$ cat src/rtl/mem_arbiter_pkg.sv
// Shared types and constants for the IF/MEM byte-RAM arbiter.
// Width codes, FSM states and the access-length helper.
package mem_arbiter_pkg;

  localparam logic [1:0] BYTE = 2'd0;
  localparam logic [1:0] HALF = 2'd1;
  localparam logic [1:0] WORD = 2'd2;

  localparam logic [31:0] ZERO_WORD = 32'h0;

  typedef enum logic [1:0] {
    IDLE,
    READ,
    WRITE,
    DONE
  } state_e;

  // width code 3 is served as a full word
  function automatic logic [2:0] width_bytes(input logic [1:0] w);
    unique case (w)
      BYTE:    return 3'd1;
      HALF:    return 3'd2;
      default: return 3'd4;
    endcase
  endfunction

endpackage

$ cat src/rtl/mem_arbiter_if.sv
// Requester and RAM-side signal bundle of the arbiter.
// slave = arbiter side, master = pipeline/RAM side.
interface mem_arbiter_if #(
  parameter int ADDR_W = 32
);
  logic              if_req;
  logic [ADDR_W-1:0] if_addr;
  logic              if_done;
  logic [31:0]       if_data;
  logic              mem_req;
  logic              mem_we;
  logic [1:0]        mem_width;
  logic [ADDR_W-1:0] mem_addr;
  logic [31:0]       mem_wdata;
  logic              mem_done;
  logic [31:0]       mem_rdata;
  logic [ADDR_W-1:0] ram_addr;
  logic              ram_wr;
  logic [7:0]        ram_dout;
  logic [7:0]        ram_din;
  logic              if_stall;
  logic              mem_stall;

  modport slave (
    input  if_req, if_addr,
    input  mem_req, mem_we, mem_width,
    input  mem_addr, mem_wdata, ram_din,
    output if_done, if_data,
    output mem_done, mem_rdata,
    output ram_addr, ram_wr, ram_dout,
    output if_stall, mem_stall
  );

  modport master (
    output if_req, if_addr,
    output mem_req, mem_we, mem_width,
    output mem_addr, mem_wdata, ram_din,
    input  if_done, if_data,
    input  mem_done, mem_rdata,
    input  ram_addr, ram_wr, ram_dout,
    input  if_stall, mem_stall
  );
endinterface

$ cat src/rtl/mem_arbiter_byte_asm.sv
// Little-endian read assembler: inserts one RAM byte per capture
// at the next byte lane; cleared at the start of each access.
module mem_arbiter_byte_asm (
  input  logic        clk_in,
  input  logic        rst_in,
  input  logic        en_in,
  input  logic        clr_in,
  input  logic        cap_in,
  input  logic [7:0]  din_in,
  output logic [31:0] word_nxt
);
  import mem_arbiter_pkg::*;

  logic [31:0] shreg_q, shreg_d;
  logic [1:0]  idx_q, idx_d;

  always_comb begin
    word_nxt = shreg_q;
    word_nxt[{idx_q, 3'b000} +: 8] = din_in;
    shreg_d = shreg_q;
    idx_d   = idx_q;
    if (clr_in) begin
      shreg_d = ZERO_WORD;
      idx_d   = 2'd0;
    end else if (cap_in) begin
      shreg_d = word_nxt;
      idx_d   = idx_q + 2'd1;
    end
  end

  always_ff @(posedge clk_in) begin
    if (rst_in) begin
      shreg_q <= ZERO_WORD;
      idx_q   <= 2'd0;
    end else if (en_in) begin
      shreg_q <= shreg_d;
      idx_q   <= idx_d;
    end
  end

endmodule

$ cat src/rtl/mem_arbiter.sv
// Shares one byte-wide synchronous RAM between IF and MEM,
// splitting 1/2/4-byte accesses into byte transfers.
module mem_arbiter #(
  parameter int ADDR_W = 32
) (
  input  logic         clk_in,
  input  logic         rst_in,
  input  logic         rdy_in,
  mem_arbiter_if.slave bus
);
  import mem_arbiter_pkg::*;

  state_e            state_q, state_d;
  logic [2:0]        cnt_q, cnt_d;
  logic [2:0]        len_q, len_d;
  logic              is_if_q, is_if_d;
  logic [31:0]       wdata_q, wdata_d;
  logic [ADDR_W-1:0] ram_addr_q, ram_addr_d;
  logic              ram_wr_q, ram_wr_d;
  logic [7:0]        ram_dout_q, ram_dout_d;
  logic              if_done_q, if_done_d;
  logic              mem_done_q, mem_done_d;
  logic [31:0]       if_data_q, if_data_d;
  logic [31:0]       mem_rdata_q, mem_rdata_d;
  logic              asm_clr, asm_cap;
  logic [31:0]       asm_word;
  logic [1:0]        nxt_idx;

  mem_arbiter_byte_asm u_asm (
    .clk_in   (clk_in),
    .rst_in   (rst_in),
    .en_in    (rdy_in),
    .clr_in   (asm_clr),
    .cap_in   (asm_cap),
    .din_in   (bus.ram_din),
    .word_nxt (asm_word)
  );

  always_comb begin
    state_d     = state_q;
    cnt_d       = cnt_q;
    len_d       = len_q;
    is_if_d     = is_if_q;
    wdata_d     = wdata_q;
    ram_addr_d  = ram_addr_q;
    ram_wr_d    = ram_wr_q;
    ram_dout_d  = ram_dout_q;
    if_data_d   = if_data_q;
    mem_rdata_d = mem_rdata_q;
    if_done_d   = 1'b0;
    mem_done_d  = 1'b0;
    asm_clr     = 1'b0;
    asm_cap     = 1'b0;
    nxt_idx     = cnt_q[1:0] + 2'd1;
    unique case (state_q)
      IDLE: begin
        // MEM holds the older instruction, so it wins
        if (bus.mem_req) begin
          is_if_d    = 1'b0;
          len_d      = width_bytes(bus.mem_width);
          wdata_d    = bus.mem_wdata;
          ram_addr_d = bus.mem_addr;
          cnt_d      = 3'd0;
          asm_clr    = 1'b1;
          if (bus.mem_we) begin
            state_d    = WRITE;
            ram_wr_d   = 1'b1;
            ram_dout_d = bus.mem_wdata[7:0];
          end else begin
            state_d = READ;
          end
        end else if (bus.if_req) begin
          is_if_d    = 1'b1;
          len_d      = 3'd4;
          ram_addr_d = bus.if_addr;
          cnt_d      = 3'd0;
          asm_clr    = 1'b1;
          state_d    = READ;
        end
      end
      READ: begin
        if (is_if_q && !bus.if_req) begin
          state_d = IDLE;
          asm_clr = 1'b1;
        end else begin
          cnt_d   = cnt_q + 3'd1;
          asm_cap = (cnt_q != 3'd0);
          if (cnt_q < len_q - 3'd1)
            ram_addr_d = ram_addr_q + 1'b1;
          if (cnt_q == len_q) begin
            state_d = DONE;
            if (is_if_q) begin
              if_data_d = asm_word;
              if_done_d = 1'b1;
            end else begin
              mem_rdata_d = asm_word;
              mem_done_d  = 1'b1;
            end
          end
        end
      end
      WRITE: begin
        if (cnt_q == len_q - 3'd1) begin
          ram_wr_d   = 1'b0;
          mem_done_d = 1'b1;
          state_d    = DONE;
        end else begin
          cnt_d      = cnt_q + 3'd1;
          ram_addr_d = ram_addr_q + 1'b1;
          ram_dout_d = wdata_q[{nxt_idx, 3'b000} +: 8];
        end
      end
      DONE:    state_d = IDLE;
      default: state_d = IDLE;
    endcase
  end

  always_ff @(posedge clk_in) begin
    if (rst_in) begin
      state_q     <= IDLE;
      cnt_q       <= 3'd0;
      len_q       <= 3'd0;
      is_if_q     <= 1'b0;
      wdata_q     <= ZERO_WORD;
      ram_addr_q  <= '0;
      ram_wr_q    <= 1'b0;
      ram_dout_q  <= 8'd0;
      if_done_q   <= 1'b0;
      mem_done_q  <= 1'b0;
      if_data_q   <= ZERO_WORD;
      mem_rdata_q <= ZERO_WORD;
    end else if (rdy_in) begin
      state_q     <= state_d;
      cnt_q       <= cnt_d;
      len_q       <= len_d;
      is_if_q     <= is_if_d;
      wdata_q     <= wdata_d;
      ram_addr_q  <= ram_addr_d;
      ram_wr_q    <= ram_wr_d;
      ram_dout_q  <= ram_dout_d;
      if_done_q   <= if_done_d;
      mem_done_q  <= mem_done_d;
      if_data_q   <= if_data_d;
      mem_rdata_q <= mem_rdata_d;
    end
  end

  // gate the strobe so a frozen cycle never repeats a write
  assign bus.ram_wr    = ram_wr_q & rdy_in;
  assign bus.ram_addr  = ram_addr_q;
  assign bus.ram_dout  = ram_dout_q;
  assign bus.if_done   = if_done_q;
  assign bus.if_data   = if_data_q;
  assign bus.mem_done  = mem_done_q;
  assign bus.mem_rdata = mem_rdata_q;
  assign bus.if_stall  = bus.if_req & ~if_done_q;
  assign bus.mem_stall = bus.mem_req & ~mem_done_q;

endmodule
$ cat src/flat_wrapper.sv
// flat-port wrapper written by rule: the top's interface ports become plain ports
module mem_arbiter_flat import mem_arbiter_pkg::*;
#(
  parameter int ADDR_W = 32
)
  (clk_in, rst_in, rdy_in, bus_if_req, bus_if_addr, bus_mem_req, bus_mem_we, bus_mem_width, bus_mem_addr, bus_mem_wdata, bus_ram_din, bus_if_done, bus_if_data, bus_mem_done, bus_mem_rdata, bus_ram_addr, bus_ram_wr, bus_ram_dout, bus_if_stall, bus_mem_stall);
  mem_arbiter_if #(.ADDR_W(ADDR_W)) bus_i ();
  input  logic clk_in;
  input  logic rst_in;
  input  logic rdy_in;
  input wire logic [$bits(bus_i.if_req)-1:0] bus_if_req;
  input wire logic [$bits(bus_i.if_addr)-1:0] bus_if_addr;
  input wire logic [$bits(bus_i.mem_req)-1:0] bus_mem_req;
  input wire logic [$bits(bus_i.mem_we)-1:0] bus_mem_we;
  input wire logic [$bits(bus_i.mem_width)-1:0] bus_mem_width;
  input wire logic [$bits(bus_i.mem_addr)-1:0] bus_mem_addr;
  input wire logic [$bits(bus_i.mem_wdata)-1:0] bus_mem_wdata;
  input wire logic [$bits(bus_i.ram_din)-1:0] bus_ram_din;
  output wire logic [$bits(bus_i.if_done)-1:0] bus_if_done;
  output wire logic [$bits(bus_i.if_data)-1:0] bus_if_data;
  output wire logic [$bits(bus_i.mem_done)-1:0] bus_mem_done;
  output wire logic [$bits(bus_i.mem_rdata)-1:0] bus_mem_rdata;
  output wire logic [$bits(bus_i.ram_addr)-1:0] bus_ram_addr;
  output wire logic [$bits(bus_i.ram_wr)-1:0] bus_ram_wr;
  output wire logic [$bits(bus_i.ram_dout)-1:0] bus_ram_dout;
  output wire logic [$bits(bus_i.if_stall)-1:0] bus_if_stall;
  output wire logic [$bits(bus_i.mem_stall)-1:0] bus_mem_stall;
  assign bus_i.if_req = bus_if_req;
  assign bus_i.if_addr = bus_if_addr;
  assign bus_i.mem_req = bus_mem_req;
  assign bus_i.mem_we = bus_mem_we;
  assign bus_i.mem_width = bus_mem_width;
  assign bus_i.mem_addr = bus_mem_addr;
  assign bus_i.mem_wdata = bus_mem_wdata;
  assign bus_i.ram_din = bus_ram_din;
  assign bus_if_done = bus_i.if_done;
  assign bus_if_data = bus_i.if_data;
  assign bus_mem_done = bus_i.mem_done;
  assign bus_mem_rdata = bus_i.mem_rdata;
  assign bus_ram_addr = bus_i.ram_addr;
  assign bus_ram_wr = bus_i.ram_wr;
  assign bus_ram_dout = bus_i.ram_dout;
  assign bus_if_stall = bus_i.if_stall;
  assign bus_mem_stall = bus_i.mem_stall;
  mem_arbiter #(.ADDR_W(ADDR_W)) u_core (.clk_in(clk_in), .rst_in(rst_in), .rdy_in(rdy_in), .bus(bus_i));
endmodule
$ cat config.mk
export PLATFORM = sky130hd
export DESIGN_NAME = mem_arbiter_flat
export DESIGN_NICKNAME = d
export VERILOG_FILES = /design/src/rtl/mem_arbiter_pkg.sv /design/src/rtl/mem_arbiter_if.sv /design/src/rtl/mem_arbiter_byte_asm.sv /design/src/rtl/mem_arbiter.sv /design/src/flat_wrapper.sv
export SDC_FILE = /design/constraint.sdc
export NUM_CORES = 1
export LEC_CHECK = 0
export ABC_AREA = 1
export ABC_CLOCK_PERIOD_IN_PS = 4300
export CORE_UTILIZATION = 54
export DETAILED_ROUTE_END_ITERATION = 16
export GPL_TIMING_DRIVEN = 0
export PLACE_DENSITY = 0.95
export SLEW_MARGIN = 10
export SYNTH_ARGS = -nofsm -noshare
export SYNTH_HDL_FRONTEND = slang
export SYNTH_SLANG_ARGS = --single-unit
$ cat constraint.sdc
create_clock -name clk_in -period 4.3 [get_ports clk_in]
set_clock_uncertainty 0.05 [all_clocks]
set_input_delay 1.075 -clock clk_in [delete_from_list [all_inputs] [get_ports clk_in]]
set_output_delay 1.075 -clock clk_in [all_outputs]
set_load 0.005 [all_outputs]
# ---- Word-level counts from Yosys, hierarchy flattened
# Index checks and enable logic that the tools add are counted.
dict set report word_totals {
  regBits 182
  input_bits 112
  out_inout_bits 109
  word_cells 115
}
dict set report classes {
  add_sub_neg 6
  order_cmp 1
  n_eq_ne 14
  shifts 3
  mux 51
  bitwise 7
  reduce_logical 19
}
# cell n
set op_table {}
lappend op_table {{2-to-1 mux 32 bit} 7}
lappend op_table {{one-hot mux 32 bit (3 select lines)} 1}
lappend op_table {{adder 32 x 1 -> 32 bit (second input constant)} 1}
lappend op_table {{bitwise mux 32 bit} 1}
lappend op_table {{variable shift 8 x 7 -> 32 bit (first input constant)} 1}
lappend op_table {{variable part select 32 x 6 -> 8 bit} 1}
lappend op_table {{variable part select 8 x 7 -> 32 bit} 1}
lappend op_table {{AND reduction 5 bit} 5}
lappend op_table {{2-to-1 mux 8 bit} 3}
lappend op_table {{2-to-1 mux 1 bit} 18}
lappend op_table {{2-to-1 mux 3 bit} 6}
lappend op_table {{2-to-1 mux 2 bit} 8}
lappend op_table {{one-hot mux 8 bit (2 select lines)} 1}
lappend op_table {{one-hot mux 3 bit (3 select lines)} 1}
lappend op_table {{!= test 2 bit (second input constant)} 4}
lappend op_table {{one-hot mux 2 bit (4 select lines)} 1}
lappend op_table {{negator 5 -> 7 bit} 1}
lappend op_table {{== test 3 bit} 2}
lappend op_table {{one-hot mux 1 bit (2 select lines)} 3}
lappend op_table {{one-hot mux 3 bit (2 select lines)} 1}
lappend op_table {{AND reduction 3 bit} 2}
lappend op_table {{AND reduction 6 bit} 1}
lappend op_table {{nonzero test 2 bit} 3}
lappend op_table {{nonzero test 3 bit} 2}
lappend op_table {{16 further kinds} 26}

# ---- Longest topological paths before layout
# Gate-level depths: netlist of the first run.
dict set report logic_depth {
  depth_word 6
  mapped_depth 15
  mapped_depth_nobuf 14
}

# ---- Cells and area by module
# A second synthesis of the first run with hierarchy kept.
dict set report unflattened {
  cells_unflattened 1471
  hier_area_um2 9599.2
}
# module instances cells_per_inst area_each_um2 seq_area_each_um2
set by_module_without_submodules {}
lappend by_module_without_submodules {mem_arbiter 1 1155 7509.7 2962.8}
lappend by_module_without_submodules {mem_arbiter_byte_asm 1 316 2089.5 680.7}

# ---- Worst setup path before layout of the first run
# Ideal clock, no wire load.
dict set report synth_timing {
  path_kind {input -> output}
  start {in rdy_in}
  end {out bus_ram_wr}
  arrival_time_ns 1.922
  required_time_ns 3.175
  setup_slack_ns 1.253
  path_stages 5
  n_path_buf 3
  cell_sequence {buf_2 clkbuf_1 buf_1 nand2_1 inv_1}
}
dict set report synth_between {
  elab_chain_cells 1
}
# item line_no
set synth_lines {}
lappend synth_lines {{from (decl)} flat_wrapper.sv:10} ;# input logic rdy_in;
lappend synth_lines {{AND 1 bit} mem_arbiter.sv:149} ;# assign bus.ram_wr = ram_wr_q & rdy_in;
lappend synth_lines {{to (decl)} flat_wrapper.sv:24} ;# output wire logic [$bits(bus_i.ram_wr)-1:0] bus_ram_wr;
# Every way passes these cells.

# ---- Worst setup path after layout of the first run
# Same ends and word-level chain as after synthesis.

==> impl_metrics.csv, run 1 <==
group,metric,value,unit
die,start_util,55.5,%
route,routedWlPerCell,16.7,um
sta,holdWs,0.414,ns
power,power_leakage,4.87,nW
worst_setup_path,critPathLaunchType,"input pin",
die,chipWidth,133,um
sta,fin_crit,4.08,ns
synthesis,synth-seq-area-share,39.4,%
route,dr.pass1.iters,8,
worst_setup_path,path_cells,"buf_2, clkbuf_1, buf_1, nand2_1, inv_1, clkdlybuf4s50_1",
sta,rsz0062_at_grt,"false",
finish,multi_input_area,4760,sq um
route,post-route-drc-count,0,
global_route,grt_max_degree,20,
sta,worst_pin_slew,0.756,ns
sta,max-slew-margin-rel,49.6,%
finish,drive_above_1_share,7.71,%
sta,finalSetupTns,0,ns
route,drt-total-wl,31000,um
worst_setup_path,reg2reg_depth,10,
finish,diodes,0,
synthesis,synth_area_leaders,"dfxtp_1 39%, nor2_1 11%, nand2_1 11%",
global_route,grt_pass1_wl,49500,um
clock_network,insertion_delay,0.44,ns
global_route,antenna_found_initial,0,
synthesis,syn_inst,1386,
global_route,overflow,0,
synthesis,ys_ff_latch,182,
sta,setup_violations,0,
synthesis,synthFlopType,"dfxtp_1",
clock_network,clk_pin_slew,0.08,ns
sta,finalCritPeriodShare,94.9,%
power,power_density,375,nW/um^2
clock_network,cts_sinks,182,
synthesis,syn-num-nets,1515,
clock_network,cts-hold-fix-buffers,0,
worst_setup_path,reg2reg_from,"u_core.cnt_q[0]$_SDFFE_PP0P_",
synthesis,ys_warn_count,0,
hold_path,hold_end,"u_core.bus.mem_rdata[14]$_SDFFE_PP0P_",
clock_network,post_cts_buffers,0,
synthesis,synthTopCellsByCount,"277 x nor2_1, 269 x nand2_1, 182 x dfxtp_1, 141 x o21ai_0, 111 x inv_1",
synthesis,yosysTopAreaCellShare,39.4,%
clock_network,tritoncts,"done",
synthesis,ys_types,29,
place,dp.cells,1823,
worst_setup_path,r2r_slack,1.56,ns
finish,seq_area,3640,sq um
place,post-dp-hpwl,22800,um
worst_setup_path,rr_endpoint,"u_core.bus.mem_rdata[26]$_SDFFE_PP0P_",
die,rows,47,
worst_setup_path,slowest_stage,"clkdlybuf4s50_1",
route,ant_nets,0,
hold_path,min_path_type,"flop to flop",
clock_network,htree_levels,4,
hold_path,worstHoldStart,"u_core.bus.mem_rdata[14]$_SDFFE_PP0P_",
worst_setup_path,endpoint_kind,"output pin",
sta,fmax,245,MHz
worst_setup_path,cp.required,3.17,ns
job,maxCapViolations,0,
hold_path,whs_path_depth,2,
place,place.gp.congestion,0.973,
finish,final_nets,1751,
sta,hold_viol,0,
die,dieHeight,133,um
outcome,status,"finished clean",
global_route,grt_pass1_vias,9822,
route,drtIter0Drc,1222,
finish,stdcell_area,12300,sq um
die,io_pins,221,
place,io_buffers,217,
finish,area_delta_synth_final,32.8,%
synthesis,yosys.area.top_type,"dfxtp_1",
sta,slew_viol_final,0,
power,irDropWorstVdd,315,uV
synthesis,synthArstFlopShare,0,%
power,finalPower,0.00461,W
global_route,grt.total_usage,35.4,%
worst_setup_path,path_delay_family,"buffers and inverters",
worst_setup_path,critPathBufInv,5,
worst_setup_path,worstPathArrival,2.95,ns
clock_network,cts-resized-gates,0,
synthesis,synthesis.area,9240,sq um
worst_setup_path,crit_path_max_fanout,10,
clock_network,root_buffer,"clkbuf_16",
clock_network,clockBufferDepth,2,
worst_setup_path,slowest_delay,0.54,ns
finish,stdcell_count,1855,
route,num_vias,10500,
synthesis,synth_edf_count,0,
synthesis,avgSynthCellArea,6.67,sq um
route,drt-vias-per-instance,5.65,
die,core,16600,sq um
die,die_area,17600,sq um
worst_setup_path,crit_type,"input pin to output pin",
finish,fillers,1275,
place,placed_cell_area,11700,sq um
clock_network,cts_buffers,17,
synthesis,synth_most_common_cell,"nor2_1",
worst max-delay path by stage:
stage / start / endpoint / depth (start not counted)
final: rdy_in / bus_ram_wr / 6
after global routing: rdy_in / bus_ram_wr / 6
after floorplan: rdy_in / bus_ram_wr / 5
after global placement: rdy_in / bus_ram_wr / 6
after detailed placement: rdy_in / bus_ram_wr / 6
after CTS: rdy_in / bus_ram_wr / 6
state kept, by name (all words and copies together), names as in the netlist:
name	flops
u_core.bus.if_data	32
u_core.u_asm.idx_q	2
u_core.len_q	3
u_core.u_asm.shreg_q	32
u_core.bus.mem_rdata	32
u_core.bus.if_done	1
u_core.bus.ram_addr	32
u_core.ram_wr_q	1
u_core.cnt_q	3
u_core.is_if_q	1
u_core.bus.ram_dout	8
u_core.bus.mem_done	1
u_core.wdata_q	32
u_core.state_q	2
where the power goes:
group	switching (W)	internal [W]
combinational	0.000686	0.000460
clock	0.000778	0.000778
sequential	0.000110	0.00179
total	0.00157	0.00303
layout make-up:
type | count | share of cell area (%)
timing repair buffer | 217 | 17.7
multi-input combinational | 1003 | 38.8
inverter | 119 | 3.64
clock inverter | 15 | 1.29
sequential | 182 | 29.7
tap | 220 | 2.24
clock buffer | 17 | 3.47
buffer | 82 | 3.19
worst register-to-register path, cell delays in order (launching register included):
cell and delay, ns:
dfxtp_1 0.33, inv_1 0.15, buf_1 0.43, ha_1 0.35, a21oi_1 0.12, nand3_1 0.21, nor2_4 0.30, nand2_1 0.23
buf_2 0.26, nand2_1 0.11, a21oi_1 0.07
cells in the final DEF, fill, tap and decap left out, types with 2 or more instances in the layout:
cell type          n
nor3_1             3
a211oi_1           2
nand3_1           78
ha_1              17
nor2_2            22
nor2_4             4
clkinv_8           3
buf_1              4
nand4_1            3
dfxtp_1          182
clkbuf_16         17
clkinv_4           2
a22oi_1           25
nand2_2            4
inv_1            111
nand2_4            2
xor2_1             7
clkdlybuf4s50_1  217
inv_8              4
o21ai_0          141
inv_2              8
inv_6              4
o22ai_1           39
a21oi_1           83
nand2_1          269
a31oi_1            8
buf_8              3
buf_2             33
nor2_1           277
clkbuf_1          40
a21oi_2           16
xnor2_1            2
stage by stage:
stage	setup WS (ns)	util, %
finish	0.221	73.8
global route	0.184	73.8
CTS	0.279	73.8
detailed placement	0.288	70.2
global placement	0.296	70.2
floorplan	1.25	-
logic make-up (layout without fill, tap and decap cells):
kind of cell               count (synthesis)  in the layout  synth area share, %
buffers and inverters                    201            450                 9.07
adders and majority gates                 17             17                 2.30
DFF                                      182            182                 39.4
AOI/OAI and AO/OA                        315            315                 19.1
and+or+nand+nor                          662            662                 29.3
xor gates and xnor gates                   9              9                0.853
per-layer routing:
layer / vias to the layer above / routed length, um / track usage [%]
li1: 4970 / - / -
met1: 4752 / 12300 / 44.1
met2: 664 / 14400 / 59.2
met5: - / 0 / 0
met4: 0 / 1050 / 14.4
met3: 103 / 3210 / 7.66
(Power assumes the default switching activity.)
==> inputs of run 2 (changes only) <==
- TNS_END_PERCENT: unset -> 1
==> results of run 2 <==
No change in the layout: final DEF, timing and power equal those of run 1.
